File: config.mk
export PLATFORM = sky130hd
export DESIGN_NAME = mem_port_arbiter_flat
export DESIGN_NICKNAME = d
export VERILOG_FILES = /design/src/rtl/mem_port_arbiter_pkg.sv /design/src/rtl/mem_port_arbiter_if.sv /design/src/rtl/mem_arb_sel.sv /design/src/rtl/mem_port_arbiter.sv /design/src/flat_wrapper.sv
export SDC_FILE = /design/constraint.sdc
export NUM_CORES = 1
export LEC_CHECK = 0
export CAP_MARGIN = 40
export CELL_PAD_IN_SITES_DETAIL_PLACEMENT = 2
export CELL_PAD_IN_SITES_GLOBAL_PLACEMENT = 2
export CORE_MARGIN = 10
export CORE_UTILIZATION = 24
export CTS_CLUSTER_SIZE = 14
export DETAILED_ROUTE_END_ITERATION = 8
export GPL_TIMING_DRIVEN = 0
export PLACE_DENSITY = 0.85
export SETUP_SLACK_MARGIN = 0.4
export SLEW_MARGIN = 20
export SYNTH_ARGS = -nofsm -noshare
export SYNTH_HDL_FRONTEND = slang
export SYNTH_SLANG_ARGS = --single-unit
File: constraint.sdc
create_clock -name clock -period 1.84 [get_ports clock]
set_input_delay 0.368 -clock clock [delete_from_list [all_inputs] [get_ports clock]]
set_output_delay 0.368 -clock clock [all_outputs]
set_load 0.005 [all_outputs]
File: src/rtl/mem_port_arbiter_pkg.sv
// Shared types and helpers for the memory port arbiter.
package mem_port_arbiter_pkg;

    localparam int unsigned AW_DEF = 12;
    localparam int unsigned DW_DEF = 16;
    localparam int unsigned CNT_W  = 16;
    localparam int unsigned RUN_W  = 4;

    // Which access was issued in the previous cycle; drives the response side.
    typedef enum logic [1:0] {
        OpNone,
        OpFetch,
        OpLoad,
        OpStore
    } last_op_e;

    // Counter increment that sticks at all-ones instead of wrapping.
    function automatic logic [CNT_W-1:0] sat_inc(input logic [CNT_W-1:0] v);
        return (v == {CNT_W{1'b1}}) ? v : v + {{(CNT_W-1){1'b0}}, 1'b1};
    endfunction

endpackage

File: src/rtl/mem_port_arbiter_if.sv
// Requester handshakes plus the memory bus, bundled between pipeline/memory and arbiter.
interface mem_port_arbiter_if
    import mem_port_arbiter_pkg::*;
#(
    parameter int unsigned AW = AW_DEF,
    parameter int unsigned DW = DW_DEF
);

    // Fetch port (P1)
    logic          f_req;
    logic [AW-1:0] f_addr;
    logic          f_gnt;
    logic          f_rvalid;
    logic [DW-1:0] f_rdata;

    // Load/store port (P4)
    logic          d_req;
    logic          d_we;
    logic [AW-1:0] d_addr;
    logic [DW-1:0] d_wdata;
    logic          d_gnt;
    logic          d_done;
    logic [DW-1:0] d_rdata;

    // Single-port synchronous memory
    logic [AW-1:0] m_addr;
    logic [DW-1:0] m_data;
    logic          m_rw;
    logic [DW-1:0] m_q;

    // Arbiter side
    modport slave (
        input  f_req, f_addr,
        output f_gnt, f_rvalid, f_rdata,
        input  d_req, d_we, d_addr, d_wdata,
        output d_gnt, d_done, d_rdata,
        output m_addr, m_data, m_rw,
        input  m_q
    );

    // Pipeline and memory side
    modport master (
        output f_req, f_addr,
        input  f_gnt, f_rvalid, f_rdata,
        output d_req, d_we, d_addr, d_wdata,
        input  d_gnt, d_done, d_rdata,
        input  m_addr, m_data, m_rw,
        output m_q
    );

endinterface

File: src/rtl/mem_arb_sel.sv
// Combinational grant selection between fetch and data requesters.
// Purely a function of its inputs so it can be checked exhaustively in isolation.
module mem_arb_sel
    import mem_port_arbiter_pkg::*;
#(
    parameter int unsigned AW           = AW_DEF,
    parameter int unsigned MAX_DATA_RUN = 4,
    parameter int unsigned ADDR_LIMIT   = 4095
) (
    input  logic             f_req,
    input  logic [AW-1:0]    f_addr,
    input  logic             d_req,
    input  logic [AW-1:0]    d_addr,
    input  logic [RUN_W-1:0] run_cnt,
    output logic             f_issue,
    output logic             f_drop,
    output logic             d_issue,
    output logic             d_drop
);

    logic f_in_range;
    logic d_in_range;
    logic run_ok;

    // Data wins unless it has already starved a waiting fetch for MAX_DATA_RUN grants.
    // Out-of-range requests never reach memory; they are only acknowledged (dropped).
    always_comb begin
        f_in_range = 32'(f_addr) <= ADDR_LIMIT;
        d_in_range = 32'(d_addr) <= ADDR_LIMIT;
        run_ok     = (32'(run_cnt) < MAX_DATA_RUN) || !f_req;

        d_issue = d_req && d_in_range && run_ok;
        d_drop  = d_req && !d_in_range;
        f_issue = f_req && f_in_range && !d_issue;
        f_drop  = f_req && !f_in_range && !d_issue;
    end

endmodule

File: src/rtl/mem_port_arbiter.sv
// Arbitrates instruction fetch and load/store onto one synchronous memory port,
// returns read data one cycle after issue and raises a pipeline stall.
module mem_port_arbiter
    import mem_port_arbiter_pkg::*;
#(
    parameter int unsigned AW           = AW_DEF,
    parameter int unsigned DW           = DW_DEF,
    parameter int unsigned MAX_DATA_RUN = 4,
    parameter int unsigned ADDR_LIMIT   = 4095
) (
    input  logic              clock,
    input  logic              reset_n,
    mem_port_arbiter_if.slave bus,
    output logic              stall,
    output logic              err,
    output logic [CNT_W-1:0]  cnt_fetch,
    output logic [CNT_W-1:0]  cnt_data,
    output logic [CNT_W-1:0]  cnt_conflict
);

    last_op_e         last_op_q, last_op_d;
    logic [RUN_W-1:0] run_cnt_q, run_cnt_d;
    logic             err_q, err_d;
    logic [AW-1:0]    m_addr_q, m_addr_d;
    logic [DW-1:0]    f_rdata_q, f_rdata_d;
    logic [DW-1:0]    d_rdata_q, d_rdata_d;
    logic [CNT_W-1:0] cnt_fetch_q, cnt_fetch_d;
    logic [CNT_W-1:0] cnt_data_q, cnt_data_d;
    logic [CNT_W-1:0] cnt_conflict_q, cnt_conflict_d;

    logic f_issue_raw, f_drop_raw, d_issue_raw, d_drop_raw;
    logic f_issue, f_drop, d_issue, d_drop;

    mem_arb_sel #(
        .AW           (AW),
        .MAX_DATA_RUN (MAX_DATA_RUN),
        .ADDR_LIMIT   (ADDR_LIMIT)
    ) u_sel (
        .f_req   (bus.f_req),
        .f_addr  (bus.f_addr),
        .d_req   (bus.d_req),
        .d_addr  (bus.d_addr),
        .run_cnt (run_cnt_q),
        .f_issue (f_issue_raw),
        .f_drop  (f_drop_raw),
        .d_issue (d_issue_raw),
        .d_drop  (d_drop_raw)
    );

    // No grant of any kind may escape while reset is held.
    always_comb begin
        f_issue = reset_n && f_issue_raw;
        f_drop  = reset_n && f_drop_raw;
        d_issue = reset_n && d_issue_raw;
        d_drop  = reset_n && d_drop_raw;
    end

    // State register: last issued operation.
    always_ff @(posedge clock or negedge reset_n) begin
        if (!reset_n) begin
            last_op_q <= OpNone;
        end else begin
            last_op_q <= last_op_d;
        end
    end

    // Next state: record what goes to memory this cycle.
    always_comb begin
        last_op_d = OpNone;
        if (d_issue) begin
            last_op_d = bus.d_we ? OpStore : OpLoad;
        end else if (f_issue) begin
            last_op_d = OpFetch;
        end
    end

    // Outputs decoded from last_op plus the combinational memory bus.
    always_comb begin
        bus.f_gnt    = f_issue || f_drop;
        bus.d_gnt    = d_issue || d_drop;
        bus.m_rw     = d_issue && bus.d_we;
        bus.m_data   = (d_issue && bus.d_we) ? bus.d_wdata : '0;
        bus.m_addr   = d_issue ? bus.d_addr : (f_issue ? bus.f_addr : m_addr_q);

        bus.f_rvalid = (last_op_q == OpFetch);
        bus.d_done   = (last_op_q == OpLoad) || (last_op_q == OpStore);
        // Read data passes straight through in the response cycle, then holds.
        bus.f_rdata  = (last_op_q == OpFetch) ? bus.m_q : f_rdata_q;
        bus.d_rdata  = (last_op_q == OpLoad) ? bus.m_q : d_rdata_q;

        stall        = (bus.d_req && !bus.d_gnt) || bus.d_done;
        err          = err_q;
        cnt_fetch    = cnt_fetch_q;
        cnt_data     = cnt_data_q;
        cnt_conflict = cnt_conflict_q;
    end

    // Datapath next-state: run counter, sticky error, held address/data, statistics.
    always_comb begin
        run_cnt_d      = run_cnt_q;
        err_d          = err_q || f_drop || d_drop;
        m_addr_d       = bus.m_addr;
        f_rdata_d      = bus.f_rdata;
        d_rdata_d      = bus.d_rdata;
        cnt_fetch_d    = f_issue ? sat_inc(cnt_fetch_q) : cnt_fetch_q;
        cnt_data_d     = d_issue ? sat_inc(cnt_data_q) : cnt_data_q;
        cnt_conflict_d = (d_issue && bus.f_req) ? sat_inc(cnt_conflict_q) : cnt_conflict_q;

        // Run length only matters while a fetch is actually waiting.
        if (!bus.f_req || bus.f_gnt) begin
            run_cnt_d = '0;
        end else if (d_issue && (run_cnt_q != {RUN_W{1'b1}})) begin
            run_cnt_d = run_cnt_q + {{(RUN_W-1){1'b0}}, 1'b1};
        end
    end

    // Datapath registers.
    always_ff @(posedge clock or negedge reset_n) begin
        if (!reset_n) begin
            run_cnt_q      <= '0;
            err_q          <= 1'b0;
            m_addr_q       <= '0;
            f_rdata_q      <= '0;
            d_rdata_q      <= '0;
            cnt_fetch_q    <= '0;
            cnt_data_q     <= '0;
            cnt_conflict_q <= '0;
        end else begin
            run_cnt_q      <= run_cnt_d;
            err_q          <= err_d;
            m_addr_q       <= m_addr_d;
            f_rdata_q      <= f_rdata_d;
            d_rdata_q      <= d_rdata_d;
            cnt_fetch_q    <= cnt_fetch_d;
            cnt_data_q     <= cnt_data_d;
            cnt_conflict_q <= cnt_conflict_d;
        end
    end

endmodule

File: src/flat_wrapper.sv
// flat-port wrapper written by rule: the top's interface ports become plain ports
module mem_port_arbiter_flat import mem_port_arbiter_pkg::*;
#(
    parameter int unsigned AW           = AW_DEF,
    parameter int unsigned DW           = DW_DEF,
    parameter int unsigned MAX_DATA_RUN = 4,
    parameter int unsigned ADDR_LIMIT   = 4095
)
  (clock, reset_n, stall, err, cnt_fetch, cnt_data, cnt_conflict, bus_f_req, bus_f_addr, bus_f_gnt, bus_f_rvalid, bus_f_rdata, bus_d_req, bus_d_we, bus_d_addr, bus_d_wdata, bus_d_gnt, bus_d_done, bus_d_rdata, bus_m_addr, bus_m_data, bus_m_rw, bus_m_q);
  mem_port_arbiter_if #(.AW(AW), .DW(DW)) bus_i ();
  input  logic clock;
  input  logic reset_n;
  output logic stall;
  output logic err;
  output logic [CNT_W-1:0] cnt_fetch;
  output logic [CNT_W-1:0] cnt_data;
  output logic [CNT_W-1:0] cnt_conflict;
  input wire logic [$bits(bus_i.f_req)-1:0] bus_f_req;
  input wire logic [$bits(bus_i.f_addr)-1:0] bus_f_addr;
  output wire logic [$bits(bus_i.f_gnt)-1:0] bus_f_gnt;
  output wire logic [$bits(bus_i.f_rvalid)-1:0] bus_f_rvalid;
  output wire logic [$bits(bus_i.f_rdata)-1:0] bus_f_rdata;
  input wire logic [$bits(bus_i.d_req)-1:0] bus_d_req;
  input wire logic [$bits(bus_i.d_we)-1:0] bus_d_we;
  input wire logic [$bits(bus_i.d_addr)-1:0] bus_d_addr;
  input wire logic [$bits(bus_i.d_wdata)-1:0] bus_d_wdata;
  output wire logic [$bits(bus_i.d_gnt)-1:0] bus_d_gnt;
  output wire logic [$bits(bus_i.d_done)-1:0] bus_d_done;
  output wire logic [$bits(bus_i.d_rdata)-1:0] bus_d_rdata;
  output wire logic [$bits(bus_i.m_addr)-1:0] bus_m_addr;
  output wire logic [$bits(bus_i.m_data)-1:0] bus_m_data;
  output wire logic [$bits(bus_i.m_rw)-1:0] bus_m_rw;
  input wire logic [$bits(bus_i.m_q)-1:0] bus_m_q;
  assign bus_i.f_req = bus_f_req;
  assign bus_i.f_addr = bus_f_addr;
  assign bus_f_gnt = bus_i.f_gnt;
  assign bus_f_rvalid = bus_i.f_rvalid;
  assign bus_f_rdata = bus_i.f_rdata;
  assign bus_i.d_req = bus_d_req;
  assign bus_i.d_we = bus_d_we;
  assign bus_i.d_addr = bus_d_addr;
  assign bus_i.d_wdata = bus_d_wdata;
  assign bus_d_gnt = bus_i.d_gnt;
  assign bus_d_done = bus_i.d_done;
  assign bus_d_rdata = bus_i.d_rdata;
  assign bus_m_addr = bus_i.m_addr;
  assign bus_m_data = bus_i.m_data;
  assign bus_m_rw = bus_i.m_rw;
  assign bus_i.m_q = bus_m_q;
  mem_port_arbiter #(.AW(AW), .DW(DW), .MAX_DATA_RUN(MAX_DATA_RUN), .ADDR_LIMIT(ADDR_LIMIT)) u_core (.clock(clock), .reset_n(reset_n), .bus(bus_i), .stall(stall), .err(err), .cnt_fetch(cnt_fetch), .cnt_data(cnt_data), .cnt_conflict(cnt_conflict));
endmodule
[After elaboration in Yosys (flattened, before gate mapping)]
Index checks and enable logic that the tools add are counted.
Word-level totals
  register bits: 98
  input port bits: 61
  output and inout port bits: 115
  word-level logic and storage cells: 52
Operators by class
  add/subtract/negate cells: 4
  magnitude comparators: 1
  equality and inequality tests: 7
  multiplexer cells: 10
  bitwise logic cells: 3
  reduce and logical (&&, ||, !) cells: 19
Operator list (count)
  $add A16 B1 Y16 const B: 3
  $eq A16 B16 Y1 const B: 3
  $mux W16: 3
  $mux W12: 2
  $logic_and A1 B1 Y1: 8
  $mux W4: 2
  $reduce_and A2 Y1: 3
  $add A4 B1 Y4 const B: 1
  $eq A2 B2 Y1 const B: 2
  $logic_or A1 B1 Y1: 4
  $lt A4 B3 Y1 const B: 1
  $ne A4 B4 Y1 const B: 1
  $logic_not A1 Y1: 3
  $not A1 Y1: 3
  $eq A2 B1 Y1 const B: 1
  $mux W1: 2
  $mux W2: 1
  $reduce_bool A2 Y1: 1

[Depth between registers and ports, before layout]
Gate-level depths: netlist (run 1).
  depth after elaboration: 8
  gate-level depth with buffers: 6
  gate-level depth less buffers: 5

[Cells and area by module]
A second synthesis (run 1) with hierarchy kept.
Unflattened totals
  cells, all modules: 405
  area total of the unflattened synthesis: 4625.7 um2
Modules (own cells, without submodules)
  mem_port_arbiter: instances 1, cells an instance 398, area each 4584.4 um2, seq. area each 2477.4 um2
  mem_arb_sel: instances 1, cells an instance 7, area each 41.3 um2, seq. area each 0.0 um2

[Worst setup path before layout (run 1)]
Ideal clock, no wire load.
  path kind: register -> output
  start: reg u_core.run_cnt_q[3]
  end: out bus_m_addr[10]
  arrival time: 1598 ps
  required time: 1472 ps
  slack: -126 ps
  cell stages (with the launch flop): 7
  path buffers: 1
  cells stage by stage: dfrtp_1 -> or3b_1 -> nand3_1 -> inv_2 -> clkbuf_1 -> a22oi_1 -> nand2_1
On the way
  word-level cells in the longest chain between the ends: 8
  elaborated cells between the ends (all ways): 9
  classes of those cells: order compare: 1; mux: 2; reduce/logical: 6
Ends and longest elaborated chain
  from (decl): RTL line mem_port_arbiter.sv:22  | logic [RUN_W-1:0] run_cnt_q, run_cnt_d;
  from (signal assigned): RTL line mem_port_arbiter.sv:129  | run_cnt_q <= run_cnt_d;
  $lt A4 B3 Y1: RTL line mem_arb_sel.sv:30  | run_ok = (32'(run_cnt) < MAX_DATA_RUN) || !f_req;
  $logic_or A1 B1 Y1: RTL line mem_arb_sel.sv:30
  $logic_and A1 B1 Y1: RTL line mem_arb_sel.sv:32  | d_issue = d_req && d_in_range && run_ok;
  $logic_not A1 Y1: RTL line mem_arb_sel.sv:34  | f_issue = f_req && f_in_range && !d_issue;
  $logic_and A1 B1 Y1: RTL line mem_arb_sel.sv:34
  $logic_and A1 B1 Y1: RTL line mem_port_arbiter.sv:52  | f_issue = reset_n && f_issue_raw;
  named net bus_f_gnt: RTL line flat_wrapper.sv:20  | output wire logic [$bits(bus_i.f_gnt)-1:0] bus_f_gnt;
  $mux W12 (2 in series): RTL line mem_port_arbiter.sv:83  | bus.m_addr = d_issue ? bus.d_addr : (f_issue ? bus.f_addr : m_addr_q);
  to (decl): RTL line flat_wrapper.sv:30  | output wire logic [$bits(bus_i.m_addr)-1:0] bus_m_addr;
The timed path passes the listed nets, and every way through them passes these cells.

[Worst setup path in the final report (run 1)]
  start: reg u_core.run_cnt_q[3]
  end: out bus_m_addr[8]
On the way
  word-level cells in the longest chain between the ends: 8
  elaborated cells between the ends (all ways): 9
  classes of those cells: order compare: 1; mux: 2; reduce/logical: 6
Ends and longest elaborated chain (RTL line)
  $lt A4 B3 Y1 *: mem_arb_sel.sv:30
  $logic_or A1 B1 Y1 *: mem_arb_sel.sv:30
  $logic_and A1 B1 Y1 *: mem_arb_sel.sv:32
  $logic_not A1 Y1: mem_arb_sel.sv:34
  $logic_and A1 B1 Y1: mem_arb_sel.sv:34
  $logic_and A1 B1 Y1: mem_port_arbiter.sv:52
  $mux W12: mem_port_arbiter.sv:83
  $mux W12 *: mem_port_arbiter.sv:83
Mark *: on every way between the ends. The rest lies on a longest branch, timed or not.

==> flow_metrics.py, run 1 <==
metrics = {
    "run_status": {
        "outcome": "finished with violations",
        "violations": "hold timing, setup timing",
    },
    "pwr": {
        "leakage_nw": 4.92,
        "p_per_area_nw_per_um2": 809,
        "max-vdd-ir-drop_mv": 0.428,
    },
    "synth": {
        "synth_warnings": 0,
        "synth.net_count": 455,
        "syn_area_um2": 4540,
        "synth_seq_cells": 98,
        "synthFlopType": "dfrtp_1",
        "yosysSeqAreaShare": 0.541,
        "ys_types": 48,
        "synthTopCellsByArea": "dfrtp_1 (54%), mux2_2 (10%), xor2_1 (5.8%)",
        "yosys.area.top_type": "dfrtp_1",
        "synthArstFlopShare": 1.00,
        "synth_common_cells": "dfrtp_1 (98), nand2_1 (43), mux2_2 (41)",
        "syn_inst": 390,
        "yosysMostFrequentCell": "dfrtp_1",
        "syn_area_per_cell_um2": 11.6,
        "synth_top_area_share": 0.541,
        "synth_edf_count": 0,
    },
    "clocking": {
        "max-clock-path-buffers": 2,
        "cts_tree": "done",
        "htree_levels": 3,
        "cts-buffers-inserted": 9,
        "cts_sinks": 98,
        "clkLatencyLatePin_ns": 0.36,
        "clock-root-buffer": "clkbuf_16",
        "clkSlewWorstSetupHoldPaths_ns": 0.07,
    },
    "routing": {
        "wire_per_inst_um": 25.1,
        "via_per_inst": 4.68,
        "ant_nets": 0,
        "firstDrtPassIters": 4,
        "vias": 4849,
        "drt_iter0_markers": 109,
        "drc": 0,
        "wirelength_um": 26000,
    },
    "global_routing": {
        "grt_start_max_net_pins": 59,
        "grt_overflow": 0,
        "use_met3": 0.0489,
        "met2_usage": 0.334,
        "grt_pass1_wl_um": 34000,
        "track_usage": 0.176,
        "grt_busiest_layer": "met2",
        "met1_usage": 0.189,
        "antenna_found_initial": 0,
        "grt_pass1_vias": 5558,
    },
    "critical_path": {
        "reg2reg_slack_ns": -0.54,
        "startpoint_type": "flop",
        "cp.required_ns": 1.47,
        "cp-end-kind": "primary output",
        "path_class": "flop to primary output",
        "critPathArrivalTime_ns": 2.03,
        "cp_max_fo": 6,
    },
    "sta": {
        "skew_ns": 0.0120,
        "max_slew_margin": 0.604,
        "whs_ns": -0.125,
        "hold_viol": 52,
        "worst_slack_ns": -0.556,
        "worstMarginPinSlew_ns": 0.589,
        "fmax_ghz": 0.417,
        "fin_crit_sh": 1.30,
        "min_period_ns": 2.40,
        "final-setup-viol-count": 98,
        "rsz0062_at_grt": "yes",
        "maxSlewViolCount": 0,
    },
    "final_layout": {
        "area_delta_synth_final_pct": 124,
        "drive_gt1_frac": 0.629,
        "final_nets": 864,
        "final_util": 0.545,
        "n_antenna_cell": 0,
        "stdcell_area_um2": 10200,
    },
    "die": {
        "die-area_um2": 24800,
        "die_y_um": 157,
        "io_pins": 176,
        "start_util": 0.243,
        "rows": 50,
        "fp.dieW_um": 157,
        "core_area_um2": 18600,
    },
    "run": {
        "cap_violations": 0,
    },
    "worst_hold_path": {
        "hp-class": "input pin to asynchronous set/reset pin",
    },
    "placed_design": {
        "dpl_cell_area_um2": 6880,
        "finalWeightedCongestion": 0.785,
        "io_buffers": 174,
        "hpwl_um": 12700,
    },
}
## per-layer routing
layer / vias up / share of wire
li1: 2201 / -
met1: 2488 / 0.37
met2: 133 / 0.57
met3: 27 / 0.048
met4: 0 / 0.016
met5: - / 0
## stage by stage
stage | worst slack (ns) | std cells | setup TNS (ns) | total power (W)
after floorplan | 0.0628 | 390 | 0 | 0.00342
after global placement | -5.18 | 798 | -782.20 | 0.00454
after detailed placement | -1.52 | 799 | -83.19 | 0.00465
after CTS | -0.472 | 958 | -22.11 | 0.00758
after global routing | -0.571 | 1037 | -36.58 | 0.00860
final | -0.556 | 1037 | -31.07 | 0.00821
## final timing paths
kind / startpoint / endpoint / cells past startpoint
worst max-delay path: u_core.run_cnt_q[3] / bus_m_addr[8] / 7
worst min-delay path: reset_n / u_core.cnt_fetch[9] / 1
worst max register to register: u_core.run_cnt_q[3] / u_core.m_addr_q[8] / 13
worst min register to register: u_core.d_rdata_q[7] / u_core.d_rdata_q[7] / 1
max in group asynchronous: reset_n / u_core.cnt_conflict[12] / 2
min in group clock: bus_f_req / u_core.run_cnt_q[3] / 3
## sequential cells by signal, indices dropped and copies added, names as in the netlist
register / count
u_core.f_rdata_q: 16
u_core.cnt_fetch: 16
u_core.m_addr_q: 12
u_core.cnt_conflict: 16
u_core.last_op_q: 2
u_core.cnt_data: 16
u_core.d_rdata_q: 16
u_core.run_cnt_q: 4
## logic make-up (layout without fill, tap and decap cells)
kind of cell	Yosys count	count (layout)	synth area share
AND/OR/NAND/NOR	163	163	0.217
flip-flops	98	98	0.541
multiplexers	41	41	0.102
XOR/XNOR	36	36	0.0695
AO/OA/AOI/OAI	28	28	0.0406
buffers and inverters	19	432	0.0188
adder cells (fa/ha/maj)	4	4	0.0110
other	1	1	0.000827
## cell usage in the layout (no fill, tap or decap), types with 4 or more instances in the layout
cell             synthesis  layout
nor2_1                  11       6
a22oi_2                  0      12
and2_4                   0      17
clkbuf_16                0      12
buf_4                    1      99
buf_6                    1     169
buf_8                    0       7
dlygate4sd2_1            0      14
nand2_1                 43      39
nand4_1                 11      11
buf_12                   0       9
dfrtp_1                 98      77
clkdlybuf4s15_1          0      19
nand3_2                  0       5
buf_2                    2      17
nor2_4                   0       4
mux2_4                   0      39
dfrtp_2                  0      21
xnor2_1                  6       6
nand2_2                  1       4
clkbuf_2                 0      11
nor4b_4                  1       8
nand3_4                  0       5
a21oi_1                  7       4
nand3_1                 17       7
nor3_4                   0      12
and3_1                   7       5
clkdlybuf4s50_1          0      57
nor4_4                   1       8
xor2_1                  30      29
## critical path, cell delays in order (launching register included)
cell and delay, ns:
dfrtp_2 0.43, or3b_4 0.40, nand3_4 0.10, inv_6 0.06
clkbuf_8 0.16, a22oi_2 0.22, nand2_1 0.14, buf_2 0.16
## repair_timing
action,in CTS,in global routing
endpoints found under the setup margin,189,175
setup buffers,142,79
pin swaps,76,59
resized for setup,602,127
endpoints found under the hold margin,52,52
cloned,2,0
## final cells by class
cell class,count,area (µm²)
repair buffers,398,3930
flip-flops and latches,98,2480
multi-input cells,273,2850
plain buffers,16,239
well taps,234,293
inverters,3,18.8
clock inverters,6,113
fillers,1738,8490
clock buffers,9,225
## report_power, final
group / switching, W / total [W] / internal, W
clock network: 0.000929 / 0.00226 / 0.00133
registers: 0.000283 / 0.00280 / 0.00252
logic: 0.00124 / 0.00315 / 0.00191
total: 0.00245 / 0.00821 / 0.00576
No activity file was read; power rests on OpenSTA's default activity.
==> run 2, diff against run 1 <==
CAP_MARGIN = default   (was 40)
CORE_UTILIZATION = 29   (was 24)
PLACE_DENSITY = 0.95   (was 0.85)
clock period = 3 ns   (was 1.84 ns; I/O delays follow)
==> run 2 against run 1 <==
  * The run now ends clean
  * Non-clock buffer count shrank 161
  * Sequential share of layout area grew 8.0 points
  * Hold slack gained 0.21 ns
  * Sequential cell count is the same
  * Clock power shrank 46%
  * First-iteration DRC count grew 72%
  * Wire length shrank 17%
  * Design area shrank 25%
  * Final cell count shrank 18%
  * Critical path depth grew 8
  * Critical path type is now flop to flop
  * Critical endpoint is now u_core.m_addr_q[9]
==> flow_metrics.py, run 2 (same netlist as run 1, synthesis figures left out) <==
metrics = {
    "critical_path": {
        "slowest_stage": "dfrtp_2",
        "slowest_delay_ns": 0.43,
        "critPathArrivalTime_ns": 2.93,
        "cp_max_fo": 5,
        "rr_worst_depth": 15,
        "reg2reg_slack_ns": 0.32,
        "path_delay_family": "buffers and inverters",
        "startpoint_type": "flop",
        "path_class": "flop to flop",
        "cp_common_cell": "buf_4",
        "cp.required_ns": 3.25,
        "reg2reg_to": "u_core.m_addr_q[9]",
        "cp-end-kind": "flop",
        "path_cells": "or3b_4 > nand3_4 > inv_6 > clkbuf_16 > a22oi_2 > nand2_1 > buf_4 > buf_4 > buf_4 > buf_4 > buf_4 > buf_4 > buf_4 > buf_4 > buf_4",
        "crit_buf_inv": 11,
        "r2r_start": "u_core.run_cnt_q[3]",
    },
    "routing": {
        "via_per_inst": 4.90,
        "wire_per_inst_um": 25.4,
        "firstDrtPassIters": 4,
        "ant_nets": 0,
        "drc": 0,
        "drt_iter0_markers": 187,
        "vias": 4185,
        "wirelength_um": 21700,
    },
    "global_routing": {
        "grt_pass1_wl_um": 32100,
        "grt_start_max_net_pins": 39,
        "track_usage": 0.193,
        "grt_pass1_vias": 5121,
        "antenna_found_initial": 1,
        "grt_overflow": 0,
    },
    "die": {
        "core_area_um2": 15300,
        "fp.dieW_um": 145,
        "io_pins": 176,
        "die_y_um": 145,
        "die-area_um2": 21000,
        "rows": 45,
        "start_util": 0.297,
    },
    "run": {
        "cap_violations": 0,
    },
    "placed_design": {
        "dpl_cell_area_um2": 6570,
        "finalWeightedCongestion": 0.739,
        "dp_slack_ns": -0.999,
        "hpwl_um": 13100,
        "io_buffers": 174,
    },
    "pwr": {
        "max-vdd-ir-drop_mv": 0.307,
        "leakage_nw": 3.53,
        "p_per_area_nw_per_um2": 549,
    },
    "final_layout": {
        "layout_common_cells": "clkdlybuf4s50_1 (115), dfrtp_1 (96), buf_4 (43)",
        "drive_gt1_frac": 0.293,
        "area_delta_synth_final_pct": 67.0,
        "final_util": 0.496,
        "stdcell_area_um2": 7570,
        "final_nets": 703,
        "final_common_cell": "clkdlybuf4s50_1",
        "nFillCells": 1461,
    },
    "sta": {
        "hold_viol": 0,
        "rsz0062_at_grt": "yes",
        "final-setup-viol-count": 0,
        "worstMarginPinSlew_ns": 0.724,
        "fmax_ghz": 0.373,
        "maxSlewViolCount": 0,
        "skew_ns": 0.0155,
        "tns_ns": 0,
        "fin_crit_sh": 0.892,
        "max_slew_margin": 0.513,
        "worst_slack_ns": 0.323,
        "min_period_ns": 2.68,
    },
    "clocking": {
        "clkLatencyLatePin_ns": 0.35,
        "clkSlewWorstSetupHoldPaths_ns": 0.08,
        "cts_tree": "done",
        "cts-buffers-inserted": 9,
        "max-clock-path-buffers": 2,
        "clock-root-buffer": "clkbuf_16",
        "cts_sinks": 98,
        "htree_levels": 3,
    },
    "worst_hold_path": {
        "hp-class": "input pin to asynchronous set/reset pin",
    },
    "run_status": {
        "outcome": "finished, final reports clean",
    },
}
## run 2: worst max path at each step
stage                        startpoint                  to  slack (ns)  cells after the start
finish              u_core.run_cnt_q[3]  u_core.m_addr_q[9]        0.32                     15
floorplan                     bus_d_req      bus_m_addr[10]        0.63                      6
CTS                           bus_d_req       bus_m_addr[6]        0.25                      8
detailed placement            bus_d_req       bus_m_addr[6]        -1.0                      8
global placement                reset_n       bus_m_addr[5]       -4.85                      7
global route        u_core.run_cnt_q[3]  u_core.m_addr_q[9]        0.24                     15
## run 2: what timing repair did
item,4_1_cts,5_1_grt
pin swaps,14,13
setup buffers,53,6
endpoints found under the setup margin,71,31
hold buffers,0,0
gates cloned,2,1
resized for setup,134,62
## run 2: layout make-up
class	instances	area, µm²	share of cell area
Antenna cell	1	2.50	0.000330
Timing Repair Buffer	237	2270	0.299
Clock inverter	4	51.3	0.00677
Buffer	16	188	0.0248
Tap cell	211	264	0.0349
Multi-Input combinational cell	273	2090	0.276
Inverter	3	18.8	0.00248
Sequential cell	98	2450	0.324
Clock buffer	11	243	0.0320
## run 2: routing by layer
layer	track usage	up-vias	wire, µm
met3	0.0565	14	1180
met5	0	-	0
li1	-	1880	-
met2	0.364	138	12200
met1	0.200	2153	8150
met4	0.0581	0	191
## run 2: report_power, final
group / switching [W] / internal (W) / total, W
logic: 0.000497 / 0.000718 / 0.00121
clock network: 0.000541 / 0.000669 / 0.00121
registers: 0.000199 / 0.00153 / 0.00173
## run 2: metrics by stage
stage          std cells  power [W]  hold slack (ns)
3_3_place_gp         775    0.00271            0.455
6_report             854    0.00416           0.0805
4_1_cts              846    0.00409           0.0760
3_5_place_dp         776    0.00280            0.477
5_1_grt              854    0.00436           0.0834
2_1_floorplan        390    0.00204            0.304
## run 2: worst register-to-register path, cell delays in order (launching register included)
cell	delay [ns]
dfrtp_2	0.43
or3b_4	0.42
nand3_4	0.11
inv_6	0.06
clkbuf_16	0.16
a22oi_2	0.19
nand2_1	0.10
buf_4	0.14
buf_4	0.12
buf_4	0.12
buf_4	0.13
buf_4	0.12
buf_4	0.12
buf_4	0.12
buf_4	0.12
buf_4	0.12
